`src/rtl/result_pkg.sv`:
```
// Shared widths and types for the result packer: nibble and packed-word types,
// plus the FIFO level-width helper.
package result_pkg;

   localparam int NIB_W   = 4;
   localparam int NIBBLES = 4;
   localparam int WORD_W  = NIB_W * NIBBLES;

   typedef logic [NIB_W-1:0]  nib_t;
   typedef logic [WORD_W-1:0] word_t;

   // Bits needed to count 0..depth inclusive.
   function automatic int lvl_width(input int depth);
      return $clog2(depth + 1);
   endfunction

endpackage

```
`src/rtl/word_fifo.sv`:
```
// Small word FIFO with wrap-bit pointers. A push into a full FIFO is accepted
// only when a pop happens on the same edge; otherwise the push is ignored.
module word_fifo
   import result_pkg::*;
#(
   parameter int DEPTH = 4,
   parameter int LVL_W = lvl_width(DEPTH)
) (
   input  logic             clk,
   input  logic             rst_n,
   input  logic             push,
   input  logic             pop,
   input  logic [WORD_W-1:0] wr_data,
   output logic [WORD_W-1:0] rd_data,
   output logic             full,
   output logic             empty,
   output logic [LVL_W-1:0] level
);

   localparam int PTR_W = $clog2(DEPTH);

   logic [PTR_W:0]   wr_ptr_q, wr_ptr_d;
   logic [PTR_W:0]   rd_ptr_q, rd_ptr_d;
   logic [LVL_W-1:0] level_q, level_d;
   logic             do_push, do_pop;
   word_t            mem_q [DEPTH];

   always_comb begin
      // NOTE: every signal gets a default before any branch, so no path can infer a latch.
      wr_ptr_d = wr_ptr_q;
      rd_ptr_d = rd_ptr_q;
      level_d  = level_q;

      // Same index with differing wrap bits means the writer has lapped the reader.
      empty = (wr_ptr_q == rd_ptr_q);
      full  = (wr_ptr_q[PTR_W] != rd_ptr_q[PTR_W]) &&
              (wr_ptr_q[PTR_W-1:0] == rd_ptr_q[PTR_W-1:0]);

      do_pop  = pop & ~empty;
      do_push = push & (~full | do_pop);

      if (do_push) wr_ptr_d = wr_ptr_q + (PTR_W+1)'(1);
      if (do_pop)  rd_ptr_d = rd_ptr_q + (PTR_W+1)'(1);

      case ({do_push, do_pop})
         2'b10:   level_d = level_q + LVL_W'(1);
         2'b01:   level_d = level_q - LVL_W'(1);
         default: level_d = level_q;
      endcase

      rd_data = empty ? '0 : mem_q[rd_ptr_q[PTR_W-1:0]];
      level   = level_q;
   end

   always_ff @(posedge clk or negedge rst_n) begin
      // NOTE: non-blocking assignments so every flop samples the pre-edge values.
      if (!rst_n) begin
         wr_ptr_q <= '0;
         rd_ptr_q <= '0;
         level_q  <= '0;
      end else begin
         wr_ptr_q <= wr_ptr_d;
         rd_ptr_q <= rd_ptr_d;
         level_q  <= level_d;
      end
   end

   // NOTE: storage is deliberately not reset; rd_data is gated by empty, so stale
   // or uninitialised entries never reach the output.
   always_ff @(posedge clk) begin
      if (do_push) mem_q[wr_ptr_q[PTR_W-1:0]] <= wr_data;
   end

endmodule

```
`src/rtl/result_packer.sv`:
```
// Packs strobed result nibbles LSB-first into words, queues completed words
// in a FIFO and raises a sticky overflow flag when a word has to be dropped.
module result_packer
   import result_pkg::*;
#(
   parameter int DEPTH = 4,
   parameter int LVL_W = lvl_width(DEPTH)
) (
   input  logic              fast_clk,
   input  logic              rst_n,
   input  logic [NIB_W-1:0]  in_nib,
   input  logic              in_strobe,
   input  logic              flush,
   output logic [WORD_W-1:0] out_data,
   output logic              out_valid,
   input  logic              out_ready,
   output logic [LVL_W-1:0]  level,
   output logic              overflow,
   input  logic              clr_ovf
);

   localparam int IDX_W = $clog2(NIBBLES);

   logic [IDX_W-1:0] idx_q, idx_d;
   word_t            partial_q, partial_d;
   logic             ovf_q, ovf_d;

   word_t            packed_word;
   logic             word_done;
   logic             pop_fire;
   logic             drop;
   logic             fifo_full, fifo_empty;

   always_comb begin
      idx_d     = idx_q;
      partial_d = partial_q;
      ovf_d     = ovf_q;
      word_done = 1'b0;

      packed_word = partial_q;
      packed_word[idx_q*NIB_W +: NIB_W] = in_nib;

      // Flush outranks a same-cycle strobe: that nibble is discarded.
      if (flush) begin
         idx_d     = '0;
         partial_d = '0;
      end else if (in_strobe) begin
         if (idx_q == IDX_W'(NIBBLES-1)) begin
            word_done = 1'b1;
            idx_d     = '0;
            partial_d = '0;
         end else begin
            idx_d     = idx_q + IDX_W'(1);
            partial_d = packed_word;
         end
      end

      pop_fire = ~fifo_empty & out_ready;
      drop     = word_done & fifo_full & ~pop_fire;

      // A drop in the same cycle as a clear keeps the flag set.
      if (clr_ovf) ovf_d = 1'b0;
      if (drop)    ovf_d = 1'b1;
   end

   always_ff @(posedge fast_clk or negedge rst_n) begin
      if (!rst_n) begin
         idx_q     <= '0;
         partial_q <= '0;
         ovf_q     <= 1'b0;
      end else begin
         idx_q     <= idx_d;
         partial_q <= partial_d;
         ovf_q     <= ovf_d;
      end
   end

   word_fifo #(
      .DEPTH (DEPTH),
      .LVL_W (LVL_W)
   ) u_fifo (
      .clk     (fast_clk),
      .rst_n   (rst_n),
      .push    (word_done),
      .pop     (pop_fire),
      .wr_data (packed_word),
      .rd_data (out_data),
      .full    (fifo_full),
      .empty   (fifo_empty),
      .level   (level)
   );

   assign out_valid = ~fifo_empty;
   assign overflow  = ovf_q;

endmodule

```
`config.mk`:
```
export PLATFORM = sky130hd
export DESIGN_NAME = result_packer
export DESIGN_NICKNAME = d
export VERILOG_FILES = /design/src/rtl/result_pkg.sv /design/src/rtl/word_fifo.sv /design/src/rtl/result_packer.sv
export SDC_FILE = /design/constraint.sdc
export NUM_CORES = 1
export LEC_CHECK = 0
export BUFFER_PORTS_ARGS = -buffer_cell sky130_fd_sc_hd__buf_2
export CORE_ASPECT_RATIO = 0.8
export CORE_MARGIN = 2
export CORE_UTILIZATION = 40
export DETAILED_ROUTE_END_ITERATION = 10
export HOLD_SLACK_MARGIN = 0.05
export SETUP_SLACK_MARGIN = 0.05
export SYNTH_ARGS = -nofsm -noshare
export SYNTH_HDL_FRONTEND = slang
export SYNTH_SLANG_ARGS = --single-unit
```
`constraint.sdc`:
```
create_clock -name fast_clk -period 2.6 [get_ports fast_clk]
set_input_delay 0.13 -clock fast_clk [delete_from_list [all_inputs] [get_ports fast_clk]]
set_output_delay 0.13 -clock fast_clk [all_outputs]
set_load 0.05 [all_outputs]
```
Word-level counts from Yosys, hierarchy flattened:

Memory sizes are Yosys's and may differ from the RTL's.
Cells that the tools add are included.
W data, S select, Z words.

* register bits after elaboration: 28
* RAM bits: 64
* input bits: 10
* output and inout port bits: 21
* memories: 1

Memories
* u_fifo.mem_q: depth 4, width 16, read ports 1, clocked after Yosys merged registers in 0, wr ports 1, line word_fifo.sv:26 `word_t mem_q [DEPTH];`

* add/sub/neg operators: 6
* equality and inequality tests: 6
* shift-type cells: 2
* mux-type cells: 16
* bitwise operators: 9
* reductions and logical operators: 4

Operators by type and width (number)
* $mux W16: 4
* $neg A4 Y34: 1
* $shift A4 B34 Y16 const A: 1
* $shiftx A4 B34 Y16: 1
* $bwmux W16: 1
* $add A3 B1 Y3 const B: 3
* $mux W1: 7
* $mux W2: 3
* $pmux W3 S2: 1
* $reduce_bool A2 Y1: 3
* $and A1 B1 Y1: 5
* $eq A2 B2 Y1 const B: 2
* $eq A3 B3 Y1: 1
* $not A1 Y1: 3
* $sub A3 B1 Y3 const B: 1
* $add A2 B1 Y2 const B: 1
* $eq A2 B1 Y1 const B: 1
* $eq A2 B2 Y1: 1
* $logic_and A1 B1 Y1: 1
* $ne A1 B1 Y1: 1
* $or A1 B1 Y1: 1

Longest topological paths before layout:

Gate-level depths: netlist (run 1).

* word-level depth: 8
* mapped depth: 10
* mapped depth without buffers: 10

By module:

From an unflattened synthesis (run 1), not the netlist that was laid out.

* cell total of the unflattened synthesis: 271
* area, all modules: 4219.0 µm²

By module, submodules not included
* word_fifo: instances 1, cells an instance 155, area an instance 3057.9 µm²
* result_packer: instances 1, cells an instance 116, area an instance 1161.1 µm²

Least setup slack after synthesis (run 1):

No wires, ideal clock.

* kind: register to register
* start: register u_fifo.rd_ptr_q[0]
* end: register u_fifo.level_q[2], in the netlist u_fifo.level[2]
* data arrival time: 2267 ps
* slack: 251 ps
* cell stages (with the launch flop): 11
* path through: dfrtp_1 -> buf_6 -> xor2_4 -> o41a_4 -> inv_1 -> ha_1 -> inv_1 -> fa_1 -> xor2_1 -> nor2_1 -> xor2_1

* longest elaborated chain between the ends: 8
* elaborated cells on any way between the ends: 13

RTL lines
* start: declaration: line word_fifo.sv:23 `logic [PTR_W:0] rd_ptr_q, rd_ptr_d;`
* start signal: assignment: line word_fifo.sv:63 `rd_ptr_q <= rd_ptr_d;`
* $eq A3 B3 Y1: line word_fifo.sv:35 `empty = (wr_ptr_q == rd_ptr_q);`
* $not A1 Y1: line word_fifo.sv:39, result_packer.sv:58
* $and A1 B1 Y1: line result_packer.sv:58 `pop_fire = ~fifo_empty & out_ready;`
* $and A1 B1 Y1: line word_fifo.sv:39 `do_pop = pop & ~empty;`
* $or A1 B1 Y1: line word_fifo.sv:40 `do_push = push & (~full | do_pop);`
* $and A1 B1 Y1: line word_fifo.sv:40
* $eq A2 B1 Y1 / $eq A2 B2 Y1 (equally long branches): line word_fifo.sv:45 `case ({do_push, do_pop})`
* $pmux W3 S2 / $reduce_bool A2 Y1 (equally long branches)
* end signal: assignment: line word_fifo.sv:64 `level_q <= level_d;`
* end: declaration: line word_fifo.sv:24 `logic [LVL_W-1:0] level_q, level_d;`

Several ways; a longest one is shown, not always the timed one.
A chain may end at the register's enable or synchronous reset.

Worst setup path after layout (run 1):

Same ends and word-level chain as after synthesis.

==> results.md, run 1 <==
Final layout:
- The area taken by flip-flops and latches is approximately 0.0026 mm2.
- The repair_antennas step left the layout with diodes totalling 0.
- Leaving out fill and tap cells, the most frequent cell in the layout is sky130_fd_sc_hd__edfxtp_1.
- The layout overhead on the synthesized area is 15.8%.
- The net count of the finished layout is approximately 330.
- The layout has between 800 and 900 filler cells.
- The final core area utilization is a little under half.
- The library cells used most frequently in the layout, excluding fill and tap cells, are sky130_fd_sc_hd__edfxtp_1 (64), sky130_fd_sc_hd__buf_2 (30), sky130_fd_sc_hd__inv_1 (27), sky130_fd_sc_hd__dfrtp_1 (27), sky130_fd_sc_hd__nand2_1 (17).
- The multi-input logic area is around 0.0013 mm2.
- The design area is approximately 0.0048 mm2.
- Cells with a size suffix above 1 make up between 20% and 30% of the layout.

Power:
- The analysis attributes to cell leakage a power of 1.67 nW.
- The overall power of the completed layout is approximately 5.1 mW.
- Power spread over the standard cell area amounts to about 1100 mW/mm2.
- The worst-case IR drop observed on VDD is 0.734 mV.

Floorplan:
- The number of standard-cell rows in the floorplan is 33.
- The area enclosed by the die boundary is about 0.011 mm2.
- The height of the die is approximately 95 um.
- The initial utilization of the core area, before any placement, comes to 40.6%.
- The total I/O pin count is 31.
- The width of the die is approximately 120 um.
- The placeable core region is about 0.01 mm2.

Clocking:
- The library cell used as clock root buffer is sky130_fd_sc_hd__clkbuf_16.
- After clock tree synthesis, the clock-pin slew on the worst setup and hold paths is around 0.07 ns.
- The clock latency on the worst-skew pair is 0.34 ns.
- The CTS H-tree depth is 3.
- TritonCTS built the clock tree.
- In this run, CTS created clock tree buffers numbering 9.
- The maximum root-to-sink buffer count is 2.
- CTS saw 92 sinks.

Synthesis:
- After Yosys synthesis, full adders, half adders and majority gates account for 3.82% of the synthesized area.
- By area, the combinational part of the netlist is dominated by multiplexers.
- The synthesized netlist devotes between 7 and 8% of its cell area to compound gates.
- Dividing the synthesized area by the synthesized cell count gives between 15 and 20 um2.
- The xor and xnor area share after synthesis is under 10%.
- The synthesized netlist occupies a cell area of 0.00413 mm2.
- In this run, synthesis produced a sequential element count of slightly above 90.
- The portion of the post-synthesis area used by sequential elements is a little under two thirds.
- Counting every net in the synthesized netlist gives ~290.
- The cell count after synthesis came out at roughly 270.
- The multiplexer share of the synthesized area is 10.2%.
- The Yosys step of the flow raised 0 warnings.
- The synthesized netlist contains 42 unique library cells.
- The simple-gate share of the synthesized area is 8.34%.

Critical path:
- The category of the most critical setup path is flop to flop.
- The kind of start point of the critical path is a flop.
- The critical path data arrival time is around 2.7 ns.
- Walking the worst path, the cells encountered are xor2_4 -> o41a_4 -> inv_1 -> ha_1 -> inv_1 -> fa_1 -> xor2_1 -> nor2_1 -> xor2_1.
- The depth of the most critical reg-to-reg path is 9.
- In this run the worst path has a maximum fanout of 7.
- For this run, the slowest stage of the critical path takes ~0.52 ns.
- The critical path depth in cells is 9.
- Data on the critical path is required at its endpoint by approximately 2.9 ns.
- In this design, the largest share of critical-path delay is due to XOR/XNOR gates.
- Counting both buffers and inverters, the worst setup path holds a total of 2.
- The worst-path cell with the longest stage delay is sky130_fd_sc_hd__o41a_4.
- The nature of the critical path endpoint is a flop.

Route:
- The highest routing layer actually used is met4.
- In this run the remaining antenna-violating nets after routing total 0.
- Using the TritonRoute via totals, the vias-per-cell ratio works out to around 5.0.
- After detailed routing, the met2 layer carries about 3.1 mm of wire.
- After detailed routing, the met3 layer carries between 300 and 400 um of wire.
- The detailed router placed ~2300 vias in this run.
- The remaining design rule violation count is 0.
- For this run, the detailed router's first-pass iteration total came to 4.
- The routed metal-1 wirelength is between 3 and 4 mm.
- The detailed router's first-iteration violation count is 190.
- The final wirelength is between 7 and 8 mm.
- In the final routed layout, each cell accounts on average for approximately 16 um.

Global routing:
- For this run, the total global-route usage over all layers was measured as between 10 and 15%.
- The number of global-route vias before repair is about 2200.
- The first-pass GRT wire length is 12.0 mm.
- For this run the aggregate overflow at the end of global routing stands at 0.
- Entering global routing, the biggest net connects 29 pins.
- The initial antenna violation count is 0.

Outcome:
- The flow ran to the end, and the final reports show no timing, DRC or antenna violations.

STA:
- The final count of hold timing violations is 0.
- In this run the tightest slew margin relative to its limit is roughly two fifths.
- Summed over all failing endpoints, the final setup total negative slack is 0 ns.
- Setup violations remaining at the end of the flow were counted as 0.
- The measured slew at the worst slew-check pin is 0.881 ns.
- The final setup skew is 0.00606 ns.
- Setup repair after global routing left no endpoint under its margin.
- Across all hold checks on the routed design, the worst slack comes to around 0.07 ns.
- The number of pins with negative max-slew slack in the final report was 0.
- The worst path in the final design needs a cycle of 2.40 ns, including I/O delays and setup.
- The final critical path takes up around 92% of the cycle.
- Static timing analysis puts the maximum clock frequency at 417 MHz.

Placed design:
- The congestion estimate from routability-driven global placement came to 0.753.
- The post-DP HPWL is between 4 and 5 mm.
- The number of port buffers is 30.
- Summing all placed instances gives a cell area of approximately 0.0045 mm2.

Run:
- The tool flagged a number of max-cap violations equal to 0.

Hold path:
- The worst hold path belongs to the class primary input to flop.
- The worst hold path was traced through 2 stages.
power breakdown:
| group | leakage (nW) | switching, mW | internal, mW | total [mW] |
|---|---|---|---|---|
| clock network | 0.154 | 0.554 | 0.762 | 1.32 |
| logic | 0.638 | 1.45 | 0.636 | 2.08 |
| registers | 0.874 | 0.0922 | 1.65 | 1.74 |
| total | 1.67 | 2.09 | 3.05 | 5.14 |
state kept, by name (all words and copies together), names as in the netlist:
signal           cells
u_fifo.level         3
u_fifo.rd_ptr_q      3
idx_q                2
u_fifo.wr_ptr_q      3
partial_q           16
u_fifo.mem_q        64
overflow             1
cell families after synthesis:
family,Yosys count
flops,92
simple gates,59
compound gates,39
buf+inv,39
mux,19
fa+ha+maj,12
xor+xnor,11
worst paths after layout:
kind / slack [ns] / end / startpoint
max in group asynchronous: 1.80 / u_fifo.wr_ptr_q[0]$_DFFE_PN0P_ / rst_n
min in group asynchronous: 0.34 / u_fifo.level[0]$_DFFE_PN0P_ / rst_n
setup reg to reg: 0.20 / u_fifo.level[2]$_DFFE_PN0P_ / u_fifo.rd_ptr_q[0]$_DFFE_PN0P_
hold / removal: 0.07 / idx_q[1]$_DFFE_PN0P_ / flush
hold reg to reg: 0.48 / u_fifo.level[2]$_DFFE_PN0P_ / u_fifo.level[2]$_DFFE_PN0P_
setup / recovery: 0.20 / u_fifo.level[2]$_DFFE_PN0P_ / u_fifo.rd_ptr_q[0]$_DFFE_PN0P_
synth_stat cells:
master	count	area, um2
sky130_fd_sc_hd__edfxtp_1	64	1920
sky130_fd_sc_hd__dfrtp_1	28	701
sky130_fd_sc_hd__inv_1	27	101
sky130_fd_sc_hd__nand2_1	17	63.8
sky130_fd_sc_hd__nor2b_1	13	81.3
sky130_fd_sc_hd__o21ai_0	13	65.1
sky130_fd_sc_hd__a32o_1	12	120
sky130_fd_sc_hd__ha_1	11	138
sky130_fd_sc_hd__mux4_2	10	225
sky130_fd_sc_hd__and2_1	8	50.1
sky130_fd_sc_hd__clkbuf_1	8	30.0
sky130_fd_sc_hd__mux4_1	6	158
sky130_fd_sc_hd__nor2_1	6	22.5
sky130_fd_sc_hd__xnor2_1	6	52.6
sky130_fd_sc_hd__o22ai_1	5	31.3
sky130_fd_sc_hd__and2b_1	3	22.5
sky130_fd_sc_hd__o21a_1	3	22.5
sky130_fd_sc_hd__xor2_1	3	26.3
sky130_fd_sc_hd__buf_2	2	10.0
sky130_fd_sc_hd__buf_6	2	22.5
sky130_fd_sc_hd__nor3b_1	2	15.0
sky130_fd_sc_hd__nor4bb_1	2	20.0
sky130_fd_sc_hd__a211o_1	1	8.76
sky130_fd_sc_hd__a21boi_0	1	7.51
sky130_fd_sc_hd__a21oi_1	1	5.00
sky130_fd_sc_hd__and3b_1	1	8.76
sky130_fd_sc_hd__and4b_1	1	10.0
sky130_fd_sc_hd__fa_1	1	20.0
sky130_fd_sc_hd__mux2_2	1	11.3
sky130_fd_sc_hd__mux2_4	1	15.0
sky130_fd_sc_hd__mux2i_1	1	10.0
sky130_fd_sc_hd__nand2b_1	1	6.26
sky130_fd_sc_hd__nand3b_1	1	7.51
sky130_fd_sc_hd__nor3_4	1	16.3
sky130_fd_sc_hd__nor4_1	1	6.26
sky130_fd_sc_hd__o311ai_0	1	8.76
sky130_fd_sc_hd__o31ai_1	1	7.51
sky130_fd_sc_hd__o41a_4	1	21.3
sky130_fd_sc_hd__or3_1	1	6.26
sky130_fd_sc_hd__or4_1	1	7.51
sky130_fd_sc_hd__xor2_2	1	16.3
sky130_fd_sc_hd__xor2_4	1	27.5
per-stage QoR:
stage / setup WS (ns) / instances
finish: 0.202 / 455
global route: 0.0522 / 455
CTS: 0.156 / 455
detailed placement: 0.204 / 437
global placement: 0.232 / 437
floorplan: 0.251 / 271
repair_timing:
item                                    4_1_cts  5_1_grt
buffers inserted                              0        0
hold buffers                                  2        0
endpoints found under the hold margin        29        0
resized for setup                             0        1
endpoints found under the setup margin        0        1
area by class of cell:
cell class | instances | share of cell area [%]
clock buffers | 9 | 4.71
clock inverters | 7 | 1.75
inverters | 27 | 2.12
multi-input cells | 140 | 28.1
flip-flops and latches | 92 | 54.9
well taps | 140 | 3.66
repair buffers | 40 | 4.82
metal layers:
layer | GRT usage (%) | vias up
met1 | 20.8 | 1118
met4 | 5.42 | 0
met3 | 3.80 | 11
li1 | - | 1084
met5 | 0 | -
met2 | 20.9 | 45
Note: power is estimated with default switching activity, not from simulation.
==> run 2: changes to the inputs <==
- clock period: 2.6 -> 2.8 ns (I/O delays scaled with it)
==> results.md, run 2 (same netlist as run 1, synthesis figures left out) <==
Route:
- The detailed router's first-iteration violation count is 128 (-33%).
- The number of vias per cell is 4.97 (+0.22%).
- The final wirelength is 7.50 mm (+3.9%).
- The via count is 2278 (+0.89%).
- The length of the first detailed-routing pass in iterations is 4 (unchanged).
- The count of nets left with antenna violations after detail routing is 0 (unchanged).
- The average detailed-routed wire length per instance is 16.4 um (+3.2%).
- The remaining design rule violation count is 0 (unchanged).

Critical path:
- The kind of start point of the critical path is a flop.
- The endpoint identified for the worst register-to-register timing path is u_fifo.level[2]$_DFFE_PN0P_.
- The critical path ends at u_fifo.level[2]$_DFFE_PN0P_.
- The beginning of the worst register-to-register path is u_fifo.wr_ptr_q[0]$_DFFE_PN0P_.
- The longest individual stage delay on the worst path is 0.53 ns (about the same).
- The required time of the worst setup path is 3.07 ns (+0.21 ns).
- The critical-path maximum fanout is 7 (unchanged).
- STA classifies the critical path endpoint as a flop.
- The critical path data arrival time is 2.65 ns (about the same).
- The category of the most critical setup path is flop to flop.
- Traced cell by cell, the critical path runs through xor2_4 -> o41a_4 -> inv_1 -> ha_1 -> inv_1 -> fa_1 -> xor2_1 -> nor2_1 -> xor2_1.
- The launching instance or port of the critical path is u_fifo.wr_ptr_q[0]$_DFFE_PN0P_.
- The slack of the worst reg-to-reg path is 0.42 ns (+0.21 ns).
- The worst-path cell with the longest stage delay is sky130_fd_sc_hd__o41a_4.
- The depth of the most critical reg-to-reg path is 9 (unchanged).

Placed design:
- The post-DP HPWL was 4.91 mm (+0.37%).
- The number of port buffers is 30 (unchanged).
- The total placed instance area was 0.00450 mm2 (+1.1%).
- The weighted congestion at the end of routability-driven global placement came to 0.732 (-2.8%).

Final layout:
- The commonest non-fill, non-tap cell in the layout is sky130_fd_sc_hd__edfxtp_1.
- The net count of the finished layout came to 335 (+0.90%).
- The flip-flop count of the largest register after layout is 64 (unchanged).
- The antenna diode count is 0 (unchanged).
- The count of fill cells added during filler insertion is 894 (+0.34%).
- The library cells used most frequently in the layout, excluding fill and tap cells, are sky130_fd_sc_hd__edfxtp_1 (64), sky130_fd_sc_hd__buf_2 (30), sky130_fd_sc_hd__dfrtp_1 (28), sky130_fd_sc_hd__inv_1 (27), sky130_fd_sc_hd__nand2_1 (17).
- The design area is 0.00483 mm2 (+0.99%).
- The layout overhead on the synthesized area is 17.0%.
- The share of layout cells above drive strength 1 is 22.6% (+0.10 points).

Floorplan:
- The total I/O pin count is 31 (unchanged).
- The width of the die came to 118 um (unchanged).
- The number of standard-cell rows in the floorplan is 33 (unchanged).
- The placeable core region is 0.0102 mm2 (unchanged).
- The area enclosed by the die boundary came to 0.0112 mm2 (unchanged).
- The height of the die was 94.9 um (unchanged).
- The starting utilization of the core area came to 40.6% (unchanged).

Power:
- The share of total power in combinational logic is 40.5% (about the same).
- The worst ir drop on vdd is 0.838 mV (+14%).
- The static leakage is 1.69 nW (+1.3%).
- The clock network power share is 25.7% (about the same).
- The cell internal power dissipation is 2.84 mW (-6.8%).
- The ratio of total power to cell area is 990 mW/mm2 (-7.9%).
- The share of power burned in registers came to 33.8% (about the same).
- The net switching power came to 1.94 mW (-7.3%).
- The switching fraction of total power was 40.6% (-0.15 points).

Global routing:
- The sum of overflow across all layers after global routing came to 0 (unchanged).
- The largest net degree at the start of global routing is 29 (unchanged).
- The first-pass GRT wire length is 12.6 mm (+4.9%).
- The global routing usage summed across all routing layers is 15.2% (+0.81 points).
- The number of global-route vias before repair was 2314 (+6.1%).
- The initial antenna violation count is 0 (unchanged).

Clocking:
- The clock net sink count is 92 (unchanged).
- The clock tree from TritonCTS is yes.
- The library cell used as clock root buffer is sky130_fd_sc_hd__clkbuf_16.
- The register clock-pin slew on the reported worst setup and hold paths is 0.06 ns (about the same).
- The clock latency on the worst-skew pair is 0.34 ns (about the same).
- The buffer count from post-CTS setup fixing came to 0 (unchanged).
- The CTS H-tree depth is 3 (unchanged).
- The maximum root-to-sink buffer count is 2 (unchanged).
- The number of CTS-inserted buffers was 9 (unchanged).

STA:
- The highest clock frequency the design can meet came to 420 MHz (+0.61%).
- The number of pins with negative max-slew slack in the final report was 0 (unchanged).
- The final count of hold timing violations came to 0 (unchanged).
- The minimum clock period is 2.38 ns (-0.0146 ns).
- The period utilization was 85.1% (-7.1 points).
- The measured slew at the worst slew-check pin was 0.625 ns (-0.255 ns).
- The worst hold slack is 0.0849 ns (+0.0169 ns).
- The accumulated negative setup slack was 0 ns (unchanged).
- The relative max-transition margin was 58.3% (+17 points).
- The final setup skew is 0.00806 ns (+0.00200 ns).
- The number of endpoints failing setup at the final stage was 0 (unchanged).
- Setup repair after global routing left no endpoint under its margin.

Hold path:
- The type of the tightest min-delay check is primary input to flop.

Outcome:
- The flow ran to the end, and the final reports show no timing, DRC or antenna violations.

Run:
- The max capacitance violation total was 0 (unchanged).
-- run 2: worst min-delay path by stage --
stage / startpoint / endpoint / cells past startpoint
2_1_floorplan: rst_n / idx_q[0]$_DFFE_PN0P_ / 0
3_3_place_gp: rst_n / u_fifo.level[2]$_DFFE_PN0P_ / 1
3_5_place_dp: rst_n / u_fifo.level[0]$_DFFE_PN0P_ / 1
4_1_cts: flush / idx_q[0]$_DFFE_PN0P_ / 2
5_1_grt: flush / idx_q[0]$_DFFE_PN0P_ / 2
6_report: flush / idx_q[0]$_DFFE_PN0P_ / 2
-- run 2: cell type report --
cell class	count	area, um2	share of cell area [%]
inverters	27	101	2.10
clock inverters	5	67.6	1.40
clock buffers	11	243	5.03
repair buffers	43	278	5.75
flip-flops and latches	92	2620	54.3
well taps	140	175	3.63
multi-input cells	140	1340	27.8
-- run 2: power groups by stage --
| stage | logic [mW] | registers, mW | clock network, mW |
|---|---|---|---|
| after floorplan | 1.49 | 1.70 | 0 |
| after global placement | 1.94 | 1.64 | 0 |
| final | 1.93 | 1.62 | 1.23 |
| after CTS | 1.97 | 1.62 | 1.26 |
| after global routing | 2.08 | 1.63 | 1.33 |
| after detailed placement | 1.96 | 1.64 | 0 |
-- run 2: layer usage --
metal  global-route usage [%]  wire (um)
met5                        0          0
met4                     4.52         85
met3                     5.07        429
met2                     24.0       3560
met1                     20.2       3430
-- run 2: timing repair --
item	in CTS	in global routing
gates resized for setup	0	0
hold endpoints to repair	29	0
setup endpoints to repair	0	0
hold buffers	2	0
-- run 2: metrics by stage --
step | power [mW] | worst slack (ns) | utilization, % | cells
after floorplan | 3.19 | 0.451 | - | 271
after global placement | 3.58 | 0.439 | 44.3 | 440
after detailed placement | 3.61 | 0.411 | 44.3 | 440
after CTS | 4.85 | 0.387 | 47.5 | 458
after global routing | 5.03 | 0.267 | 47.5 | 458
final | 4.78 | 0.417 | 47.5 | 458
-- run 2: worst max-delay path, delay by kind of cell (launching register included) --
family | cells | cell delay (ns)
buf+inv | 2 | 0.13
fa+ha+maj | 2 | 0.54
simple gates | 1 | 0.11
compound gates | 1 | 0.53
flops | 1 | 0.47
xor+xnor | 3 | 0.53
==> run 3: changes to the inputs <==
- PLACE_DENSITY_LB_ADDON: default -> 0.1
==> results.md, run 3 (same netlist as run 1, synthesis figures left out) <==
STA:
- The period utilization came to 85.5% (+0.34 points).
- The measured slew at the worst slew-check pin came to 0.646 ns (+0.0202 ns).
- The number of endpoints failing setup at the final stage came to 0 (unchanged).
- The relative max-transition margin is 57.0% (-1.3 points).
- The accumulated negative setup slack is 0 ns (unchanged).
- Setup repair after global routing left no endpoint under its margin.
- The final setup skew came to 0.00675 ns (-0.00132 ns).
- The minimum clock period is 2.39 ns (+0.00945 ns).
- The final count of hold timing violations came to 0 (unchanged).
- The number of pins with negative max-slew slack in the final report is 0 (unchanged).
- The highest clock frequency the design can meet is 418 MHz (-0.39%).
- The worst hold slack was 0.0837 ns (-0.00124 ns).
- The final critical-path setup slack is 0.407 ns (-0.00945 ns).

Power:
- The ratio of total power to cell area is 1010 mW/mm2 (+2.4%).
- The worst ir drop on vdd is 0.494 mV (-41%).
- The static leakage is 1.70 nW (+0.97%).

Critical path:
- Walking the worst path, the cells encountered are xor2_4 -> o41a_4 -> inv_1 -> ha_1 -> inv_1 -> fa_1 -> xor2_1 -> nor2_1 -> xor2_1.
- The beginning of the worst register-to-register path is u_fifo.rd_ptr_q[0]$_DFFE_PN0P_.
- The kind of start point of the critical path is a flop.
- The nature of the critical path endpoint is a flop.
- The critical path data arrival time is 2.65 ns (about the same).
- The slack of the worst reg-to-reg path is 0.41 ns (about the same).
- The destination of the critical timing path is u_fifo.level[2]$_DFFE_PN0P_.
- The required time of the worst setup path came to 3.06 ns (about the same).
- On the critical path, the stage with the largest delay is an instance of sky130_fd_sc_hd__o41a_4.
- The depth of the most critical reg-to-reg path is 9 (unchanged).
- The launching instance or port of the critical path is u_fifo.rd_ptr_q[0]$_DFFE_PN0P_.
- The critical-path maximum fanout is 7 (unchanged).
- The longest individual stage delay on the worst path is 0.53 ns (about the same).
- The reg-to-reg critical path endpoint is u_fifo.level[2]$_DFFE_PN0P_.
- By startpoint and endpoint, the worst setup path is classified as flop to flop.

Hold path:
- The startpoint of the worst hold path is flush.
- The type of the tightest min-delay check is primary input to flop.
- The cell count of the worst hold path came to 2 (unchanged).

Placed design:
- The post-DP HPWL is 4.87 mm (-0.84%).
- The worst setup slack before clock tree synthesis is 0.415 ns (+0.00471 ns).
- The number of port buffers came to 30 (unchanged).
- The weighted congestion at the end of routability-driven global placement is 0.739 (+1.0%).

Run:
- The max capacitance violation total is 0 (unchanged).

Global routing:
- The met1 demand-to-capacity share in global routing came to 20.2% (about the same).
- The largest net degree at the start of global routing is 29 (unchanged).
- The layer with the highest usage is met2.
- The global routing usage summed across all routing layers is 14.7% (-0.51 points).
- The sum of overflow across all layers after global routing is 0 (unchanged).
- The met2 track demand over resource in global routing came to 22.2% (-1.9 points).
- The initial antenna violation count is 0 (unchanged).
- The met3 usage is 5.62% (+0.54 points).
- The number of global-route vias before repair was 2204 (-4.8%).
- The first-pass GRT wire length is 12.0 mm (-4.5%).

Final layout:
- The share of layout cells above drive strength 1 is 22.9% (+0.24 points).
- The antenna diode count is 0 (unchanged).
- Leaving out fill and tap cells, the most frequent cell in the layout is sky130_fd_sc_hd__edfxtp_1.
- The net count of the finished layout is 336 (+0.30%).
- The flip-flop count of the largest register after layout is 64 (unchanged).
- The layout overhead on the synthesized area is 17.5%.
- The library cells used most frequently in the layout, excluding fill and tap cells, are sky130_fd_sc_hd__edfxtp_1 (64), sky130_fd_sc_hd__buf_2 (30), sky130_fd_sc_hd__dfrtp_1 (28), sky130_fd_sc_hd__inv_1 (27), sky130_fd_sc_hd__nand2_1 (17).
- The multi-input logic area is 0.00134 mm2 (unchanged).
- The area taken by flip-flops and latches is 0.00262 mm2 (unchanged).
- The count of fill cells added during filler insertion is 925 (+3.5%).

Floorplan:
- The height of the die is 94.9 um (unchanged).
- The area enclosed by the die boundary is 0.0112 mm2 (unchanged).
- The starting utilization of the core area is 40.6% (unchanged).
- The number of standard-cell rows in the floorplan was 33 (unchanged).
- The total I/O pin count was 31 (unchanged).
- The placeable core region is 0.0102 mm2 (unchanged).
- The width of the die came to 118 um (unchanged).

Outcome:
- The run finished with clean final reports.

Route:
- The number of vias per cell is 4.84 (-2.8%).
- The via count was 2220 (-2.5%).
- The final wirelength came to 7.30 mm (-2.6%).
- The length of the first detailed-routing pass in iterations came to 4 (unchanged).
- The count of nets left with antenna violations after detail routing came to 0 (unchanged).
- The remaining design rule violation count is 0 (unchanged).
- The average detailed-routed wire length per instance is 15.9 um (-2.8%).
- The detailed router's first-iteration violation count came to 126 (-1.6%).

Clocking:
- The maximum root-to-sink buffer count is 2 (unchanged).
- The clock tree from TritonCTS is yes.
- The library cell used as clock root buffer is sky130_fd_sc_hd__clkbuf_16.
- The clock net sink count is 92 (unchanged).
- The register clock-pin slew on the reported worst setup and hold paths is 0.06 ns (about the same).
- The clock latency on the worst-skew pair came to 0.33 ns (about the same).
- The CTS H-tree depth came to 3 (unchanged).
- The buffer count from post-CTS setup fixing is 0 (unchanged).
- The number of CTS-inserted buffers came to 9 (unchanged).
[run 3: worst min-delay path by stage]
stage	endpoint	slack, ns
2_1_floorplan	idx_q[0]$_DFFE_PN0P_	-0.16
3_3_place_gp	u_fifo.level[0]$_DFFE_PN0P_	0.21
3_5_place_dp	u_fifo.level[0]$_DFFE_PN0P_	0.21
4_1_cts	idx_q[0]$_DFFE_PN0P_	0.07
5_1_grt	idx_q[0]$_DFFE_PN0P_	0.09
6_report	idx_q[0]$_DFFE_PN0P_	0.08
[run 3: final cells by class]
type	count	area share, %
clock inverters	6	2.45
clock buffers	10	4.72
repair buffers	44	5.37
well taps	140	3.61
inverters	27	2.09
multi-input cells	140	27.7
flip-flops and latches	92	54.1
[run 3: per-layer routing]
layer	part of all wire, %	up-vias
met1	51	1090
met4	1.0	0
met5	0	-
met2	44	35
li1	-	1090
met3	3.8	5
[run 3: critical path: cells and delay by family (launching register included)]
family                     cells  cell delay, ns
buffers and inverters          2            0.13
DFF                            1            0.44
xor gates and xnor gates       3            0.55
adders and majority gates      2            0.56
AOI/OAI and AO/OA              1            0.53
and+or+nand+nor                1            0.11
[run 3: power by group]
| part | total, mW | switching [mW] | internal (mW) |
|---|---|---|---|
| clock network | 1.37 | 0.488 | 0.883 |
| registers | 1.61 | 0.0806 | 1.53 |
| logic | 1.94 | 1.35 | 0.590 |
[run 3: what timing repair did]
item / CTS / global route
hold endpoints to repair: 29 / 0
hold buffers: 2 / 0
resized for setup: 0 / 0
[run 3: per-stage QoR]
stage | power (mW) | util, % | instances | cell area (um2)
after floorplan | 3.19 | - | 271 | 4130
after global routing | 5.17 | 47.7 | 459 | 4850
after CTS | 4.99 | 47.7 | 459 | 4850
after global placement | 3.59 | 44.1 | 441 | 4480
after detailed placement | 3.60 | 44.1 | 441 | 4480
final | 4.92 | 47.7 | 459 | 4850
